**src/rtl/sevenseg_scanner.sv**
```systemverilog
`default_nettype none
// ---------------------------------------------------------------------------
// sevenseg_scanner: 8-digit common-anode scanner with per-slot blanking and
// hex decode. Optional macro SEVENSEG_DIMMING_EN adds PWM brightness. Rev 1.0
// ---------------------------------------------------------------------------
module sevenseg_scanner #(
  parameter int DIGIT_PERIOD_CYCLES = 100000,
  parameter int BLANK_CYCLES        = 1000
) (
  input  logic        clk,
  input  logic        resetn,
  input  logic [31:0] display,
  input  logic [7:0]  digit_enable,
`ifdef SEVENSEG_DIMMING_EN
  input  logic [3:0]  brightness,
`endif
  output logic [7:0]  anode,
  output logic [6:0]  cathode,
  output logic        dp,
  output logic        frame_tick
);

  localparam int CNT_W = (DIGIT_PERIOD_CYCLES > 1) ? $clog2(DIGIT_PERIOD_CYCLES) : 1;
  localparam logic [CNT_W-1:0] C_LAST_CNT   = CNT_W'(DIGIT_PERIOD_CYCLES - 1);
  localparam logic [CNT_W-1:0] C_BLANK_LAST = CNT_W'(BLANK_CYCLES - 1);

  typedef enum logic [0:0] {
    S_BLANK = 1'b0,
    S_SHOW  = 1'b1
  } state_t;

  state_t           state_q, state_d;
  logic [CNT_W-1:0] cnt_q, cnt_d;
  logic [2:0]       index_q, index_d;
  logic             en_q, en_d;
  logic [7:0]       anode_q, anode_d;
  logic [6:0]       cathode_q, cathode_d;
  logic             dp_q, dp_d;
  logic             frame_tick_q, frame_tick_d;
  logic             w_slot_end;
  logic             w_lit;
`ifdef SEVENSEG_DIMMING_EN
  logic [3:0]       pwm_q, pwm_d;
  logic [3:0]       bright_q, bright_d;
`endif

  // Segment patterns ordered g..a, active low.
  function automatic logic [6:0] hex_to_seg(input logic [3:0] nib);
    logic [6:0] seg;
    case (nib)
      4'h0:    seg = 7'b1000000;
      4'h1:    seg = 7'b1111001;
      4'h2:    seg = 7'b0100100;
      4'h3:    seg = 7'b0110000;
      4'h4:    seg = 7'b0011001;
      4'h5:    seg = 7'b0010010;
      4'h6:    seg = 7'b0000010;
      4'h7:    seg = 7'b1111000;
      4'h8:    seg = 7'b0000000;
      4'h9:    seg = 7'b0010000;
      4'hA:    seg = 7'b0001000;
      4'hB:    seg = 7'b0000011;
      4'hC:    seg = 7'b1000110;
      4'hD:    seg = 7'b0100001;
      4'hE:    seg = 7'b0000110;
      default: seg = 7'b0001110;
    endcase
    return seg;
  endfunction

  always_comb begin
    state_d      = state_q;
    cnt_d        = cnt_q + CNT_W'(1);
    index_d      = index_q;
    en_d         = en_q;
    cathode_d    = cathode_q;
    dp_d         = 1'b1;
    w_slot_end   = (cnt_q == C_LAST_CNT);
    frame_tick_d = w_slot_end && (index_q == 3'd7);

    if (w_slot_end) begin
      cnt_d   = '0;
      index_d = index_q + 3'd1;
    end

    case (state_q)
      S_BLANK: if (cnt_q == C_BLANK_LAST) state_d = S_SHOW;
      S_SHOW:  if (w_slot_end)            state_d = S_BLANK;
      default: state_d = S_BLANK;
    endcase

    // Snapshot one cycle before the anode turns on so the cathode has settled.
    if (cnt_d == C_BLANK_LAST) begin
      en_d      = digit_enable[index_d];
      cathode_d = hex_to_seg(display[{index_d, 2'b00} +: 4]);
    end

    w_lit = en_q;
`ifdef SEVENSEG_DIMMING_EN
    pwm_d    = pwm_q + 4'd1;
    bright_d = bright_q;
    if (cnt_d == C_BLANK_LAST) bright_d = brightness;
    w_lit = en_q && (pwm_d < bright_q);
`endif

    anode_d = 8'hFF;
    if (state_d == S_SHOW) anode_d[index_d] = ~w_lit;
  end

  always_ff @(posedge clk) begin
    if (!resetn) begin
      state_q      <= S_BLANK;
      cnt_q        <= '0;
      index_q      <= 3'd0;
      en_q         <= 1'b0;
      anode_q      <= 8'hFF;
      cathode_q    <= 7'h7F;
      dp_q         <= 1'b1;
      frame_tick_q <= 1'b0;
`ifdef SEVENSEG_DIMMING_EN
      pwm_q        <= 4'd0;
      bright_q     <= 4'd0;
`endif
    end else begin
      state_q      <= state_d;
      cnt_q        <= cnt_d;
      index_q      <= index_d;
      en_q         <= en_d;
      anode_q      <= anode_d;
      cathode_q    <= cathode_d;
      dp_q         <= dp_d;
      frame_tick_q <= frame_tick_d;
`ifdef SEVENSEG_DIMMING_EN
      pwm_q        <= pwm_d;
      bright_q     <= bright_d;
`endif
    end
  end

  assign anode      = anode_q;
  assign cathode    = cathode_q;
  assign dp         = dp_q;
  assign frame_tick = frame_tick_q;

endmodule
`default_nettype wire
```
**config.mk**
```make
export PLATFORM = sky130hd
export DESIGN_NAME = sevenseg_scanner
export DESIGN_NICKNAME = d
export VERILOG_FILES = /design/src/rtl/sevenseg_scanner.sv
export SDC_FILE = /design/constraint.sdc
export NUM_CORES = 1
export LEC_CHECK = 0
export CAP_MARGIN = 20
export CORE_MARGIN = 3
export CORE_UTILIZATION = 48
export CTS_BUF_LIST = sky130_fd_sc_hd__clkbuf_4 sky130_fd_sc_hd__clkbuf_8
export DETAILED_ROUTE_END_ITERATION = 6
export GPL_TIMING_DRIVEN = 0
export MAX_ROUTING_LAYER = met4
export PLACE_DENSITY_LB_ADDON = 0.15
export SYNTH_ARGS = -nofsm -noshare
export SYNTH_HDL_FRONTEND = slang
export SYNTH_SLANG_ARGS = --single-unit
```
**constraint.sdc**
```tcl
create_clock -name clk -period 3.7 [get_ports clk]
set_input_delay 0.555 -clock clk [delete_from_list [all_inputs] [get_ports clk]]
set_output_delay 0.555 -clock clk [all_outputs]
set_load 0.05 [all_outputs]
```
Yosys cells after proc, flatten, opt, wreduce, memory -nomap -nowiden
Memory sizes are Yosys's and may differ from the RTL's. A register that Yosys moved wholly into a read port is not among the register bits.
Index checks and enable logic that the tools add are counted.
{"block": "classes", "addsub": 2, "order_cmp": 2, "eq_ne": 4, "n_shift": 1, "n_mux": 9, "bitwise_logic": 4, "n_reduce_logical": 4}
{"operator": "17-bit by 10-bit == test with 1-bit output, second input constant", "n": 2}
{"operator": "32-bit by 6-bit indexed part select with 4-bit output", "n": 1}
{"operator": "17-bit by 1-bit adder with 17-bit output, second input constant", "n": 1}
{"operator": "17-bit == test, second input constant", "n": 1}
{"operator": "17-bit 2-to-1 mux", "n": 1}
{"operator": "8-bit inverter", "n": 1}
{"operator": "8-bit OR", "n": 1}
{"operator": "3-bit by 4-bit < comparator with 1-bit output, second input constant", "n": 1}
{"operator": "1-bit 2-to-1 mux", "n": 4}
{"operator": "3-bit by 1-bit adder with 3-bit output, second input constant", "n": 1}
{"operator": "1-bit binary-select mux with 3-bit select", "n": 1}
{"operator": "1-bit demux with 3-bit select", "n": 1}
{"operator": "3-bit == test, second input constant", "n": 1}
{"operator": "3-bit by 1-bit >= comparator with 1-bit output, second input constant", "n": 1}
{"operator": "3-bit 2-to-1 mux", "n": 1}
{"operator": "1-bit logical AND", "n": 2}
{"operator": "1-bit inverter", "n": 2}
{"operator": "1-bit case mux with 2 select lines", "n": 1}
{"operator": "2-bit AND reduction", "n": 1}
{"operator": "1-bit logical NOT", "n": 1}
{"block": "totals", "reg_bits": 31, "rom_bits": 112, "in_bits": 42, "out_inout_bits": 17, "elab_cells": 33, "n_memories": 1}
{"memory": "(no name shown)", "words": 16, "width": 7, "rd": 1, "rd_clocked_by_memory_dff": 1, "wr": 0, "line": "50", "text": "case (nib)"}

Longest topological paths before layout
{"block": "depth", "ltp_word": 8, "mapped_depth": 14, "mapped_depth_nobuf": 12}

Worst setup path after synthesis
OpenSTA, ideal clock, no wires.
{"block": "synth_path", "kind": "register -> register", "startpoint": "register cnt_q[0]", "endpoint": "register cathode_q[3] (netlist: cathode[3])", "setup_time_ps": 117, "t_arrival_ps": 3310, "required_time_ps": 3583, "slack_ps": 273, "stages_incl_launch_ff": 12, "n_path_buf": 1, "synth_period_minus_slack_ps": 3427, "cell_sequence": "dfxtp_1 -> ha_1 -> or4b_4 -> or4_4 -> buf_6 -> mux2i_1 -> o211ai_1 -> inv_1 -> ha_1 -> inv_1 -> mux4_2 -> o22a_1"}
{"block": "synth_between", "elab_chain_cells": 3, "word_cells_on_any_way": 6, "cone_classes": "add/sub: 1; eq/ne: 2; shift: 1; mux: 2"}
{"element": "from (decl)", "line": "33", "text": "logic [CNT_W-1:0] cnt_q, cnt_d;"}
{"element": "from (signal assigned)", "line": "126", "text": "cnt_q <= cnt_d;"}
{"element": "17-bit by 1-bit adder with 17-bit output / 17-bit == test (equally long branches)", "line": "73, 78"}
{"element": "17-bit 2-to-1 mux / 3-bit 2-to-1 mux (equally long branches)", "line": "81", "text": "if (w_slot_end) begin"}
{"element": "17-bit by 10-bit == test with 1-bit output / 32-bit by 6-bit indexed part select with 4-bit output (equally long branches)", "line": "93, 95"}
{"element": "to (decl)", "line": "37", "text": "logic [6:0] cathode_q, cathode_d;"}
Parallel ways exist; a longest one is shown, timed or not.
A chain may end at the register's enable or synchronous reset.

Worst setup path in the final report
{"block": "layout_path", "startpoint": "register cnt_q[1]", "endpoint": "register cathode_q[3] (netlist: cathode[3])"}
The elaborated chain is that of the path after synthesis.

==> results.toml <==
[yosys]
ys_warn_count = 0
yosysMostFrequentCell = "dfxtp_1"
syn_nets = 341
synth_compound_area_share_pct = 12.08
synth-simple-area-share_pct = 23.33
async_reset_ff_share_pct = 0
syn_area_um2 = 2703
seq_area_frac_synth_pct = 28.15
synthAdderAreaFrac_pct = 4.167
synth_top_family_by_area = "simple AND/OR/NAND/NOR gates"
synthMuxAreaShare_pct = 21.90
synth_xor_xnor_area_share_pct = 5.509
synth.largest_area_cell = "dfxtp_1"
syn_inst = 290
synth_top_area_share_pct = 28.15
ys_types = 58
netlist_top_cells_count = "dfxtp_1 (38), nand2_1 (32), nor2_1 (30)"
synth-edff-count = 0
synth_area_leaders = "dfxtp_1 (28%), mux4_2 (15%), mux2i_1 (4.8%)"
syn_avg_cell_area_um2 = 9.319
ys_ff_latch = 38
synthFlopType = "dfxtp_1"

[sta]
final.period_utilization_pct = 94.23
rsz0062_at_grt = "no"
hold_slack_ns = 0.4776
min_period_ns = 3.486
worst_slew_pin_slew_ns = 0.6780
worst_slack_ns = 0.2136
hold_violations = 0
fmaxAchievable_mhz = 286.8
finalSetupViolations = 0
relSlewSlack_pct = 54.80
clock_skew_ns = 0.004258
drv_slew = 0

[run_status]
outcome = "complete, no violations"

[critical_path]
arrival_ns = 3.67
r2r_slack_ns = 0.21
cp_max_fo = 10
timing.rr.start = "cnt_q[1]"
r2r_cells = 11
start_kind = "flop"
crit_required_ns = 3.88
critPathKind = "reg -> reg"
crit_end = "cathode[3]"
worstSetupStartpoint = "cnt_q[1]"
endpoint_kind = "flop"
r2r-end = "cathode[3]"

[run]
drv_cap = 0

[placed_design]
place.gp.congestion = 0.9070
pre_cts_ws_ns = -0.1227
portBuffers = 57
dpl.hpwl_um = 5001
post_dp_cell_area_um2 = 3361

[floorplan]
rows = 26
start_util_pct = 51.28
io_pins = 59
die_w_um = 81.04
die_h_um = 81.04
core_um2 = 5270
die_area_um2 = 6567

[power_and_ir_drop]
powerDensity_nw_per_um2 = 242.3
p_leak_nw = 1.181
peakVddDrop_mv = 0.2796
power_w = 0.0008390

[detailed_routing]
num_vias = 2444
drtIter0Drc = 169
drtPass1Iterations = 4
viasPerCell = 5.751
ant_nets = 0
drcViolationCount = 0
wirelength_um = 6409
wl_per_cell_um = 15.08

[clock_tree]
htree_levels = 2
cts-root-buf = "clkbuf_8"
numCtsBuffers = 5
clock_latency_ns = 0.29
cts_tree = "built"
clock-sinks = 38
clockBufferDepth = 2
clk_pin_slew_worst_paths_ns = 0.07

[layout]
design_area_um2 = 3463
antennaDiodeCount = 0
finalNetCount = 405
drive_gt1_share_pct = 13.52
syn_to_final_growth_pct = 28.15
fillers = 473

[global_route]
grt_pass1_wl_um = 10830
antenna_found_initial = 0
grt-ovfl-total = 0
grt_max_degree = 12
grt.total_usage_pct = 21.42
grt_pass1_vias = 2366

[worst_hold_path]
hp-class = "reg -> reg"
min_from = "cnt_q[0]"
cell families after synthesis:
logic type | Yosys count
other | 1
muxes | 35
AOI/OAI and AO/OA | 42
buffers and inverters | 31
adders and majority gates | 9
DFF | 38
and+or+nand+nor | 117
xor gates and xnor gates | 17
layout by cell type (no fill, tap or decap), drive strengths merged, types with 6 or more instances in the layout:
master,instances
nand2,33
clkbuf,22
mux2i,14
inv,11
a21oi,9
mux4,18
xor2,6
nand3,13
xnor2,11
nor2,30
ha,9
dfxtp,38
clkdlybuf4s50,57
final cells by class:
cell class                 count  area (um2)  share of cell area [%]
sequential                    38       762.0                   22.00
clock buffer                   7       90.09                   2.601
inverter                      11       41.29                   1.192
timing repair buffer          58       578.1                   16.69
buffer                        19       82.58                   2.384
clock inverter                 1       5.005                  0.1445
multi-input combinational    221        1817                   52.46
tap                           70       87.58                   2.529
state kept, by name, summed over array words and instances, names as in the netlist:
| signal | cells |
|---|---|
| cnt_q | 17 |
| anode | 8 |
| cathode | 7 |
| index_q | 3 |
| en_q | 1 |
| frame_tick | 1 |
| state_q | 1 |
worst min-delay path by stage:
stage,cells past startpoint,to,slack (ns)
after floorplan,1,cnt_q[0],0.45
after global placement,1,cathode[3],0.46
after detailed placement,1,cathode[3],0.47
after CTS,1,cathode[3],0.49
after global routing,1,cnt_q[0],0.50
final,1,cnt_q[0],0.48
report_power, final:
| group | internal (W) | switching, W |
|---|---|---|
| Sequential | 0.000412 | 0.00000273 |
| Combinational | 0.0000738 | 0.0000505 |
| Clock | 0.000158 | 0.000143 |
| Total | 0.000643 | 0.000196 |
metrics by stage:
step	util (%)	setup TNS (ns)	std cells
after floorplan	-	0	290
after global placement	63.77	-0.1039	417
after detailed placement	63.77	-0.1227	417
after CTS	65.72	0	426
after global routing	65.72	0	425
final	65.72	0	425
metal layers:
layer  part of all wire, %  vias to the layer above  track usage [%]
met2                    47                       69            33.00
met5                     0                        -                -
met4                   1.5                        0            4.561
li1                      -                     1192                -
met1                    47                     1174            29.60
met3                   4.8                        9            3.769
worst max-delay path, cell delays in order, from the launching register on:
cell      delay [ns]
dfxtp_1         0.38
ha_2            0.28
or4b_4          0.52
or4_4           0.52
buf_6           0.18
mux2i_1         0.12
o211ai_1        0.34
inv_2           0.11
ha_1            0.28
inv_1           0.05
mux4_2          0.44
o22a_1          0.16
what timing repair did:
item,CTS,global route
pin swaps,1,1
endpoints found under the hold margin,0,0
resized for setup,0,3
setup endpoints to repair,1,1
setup buffers,1,0
hold buffers,0,0
(Power assumes the default switching activity.)
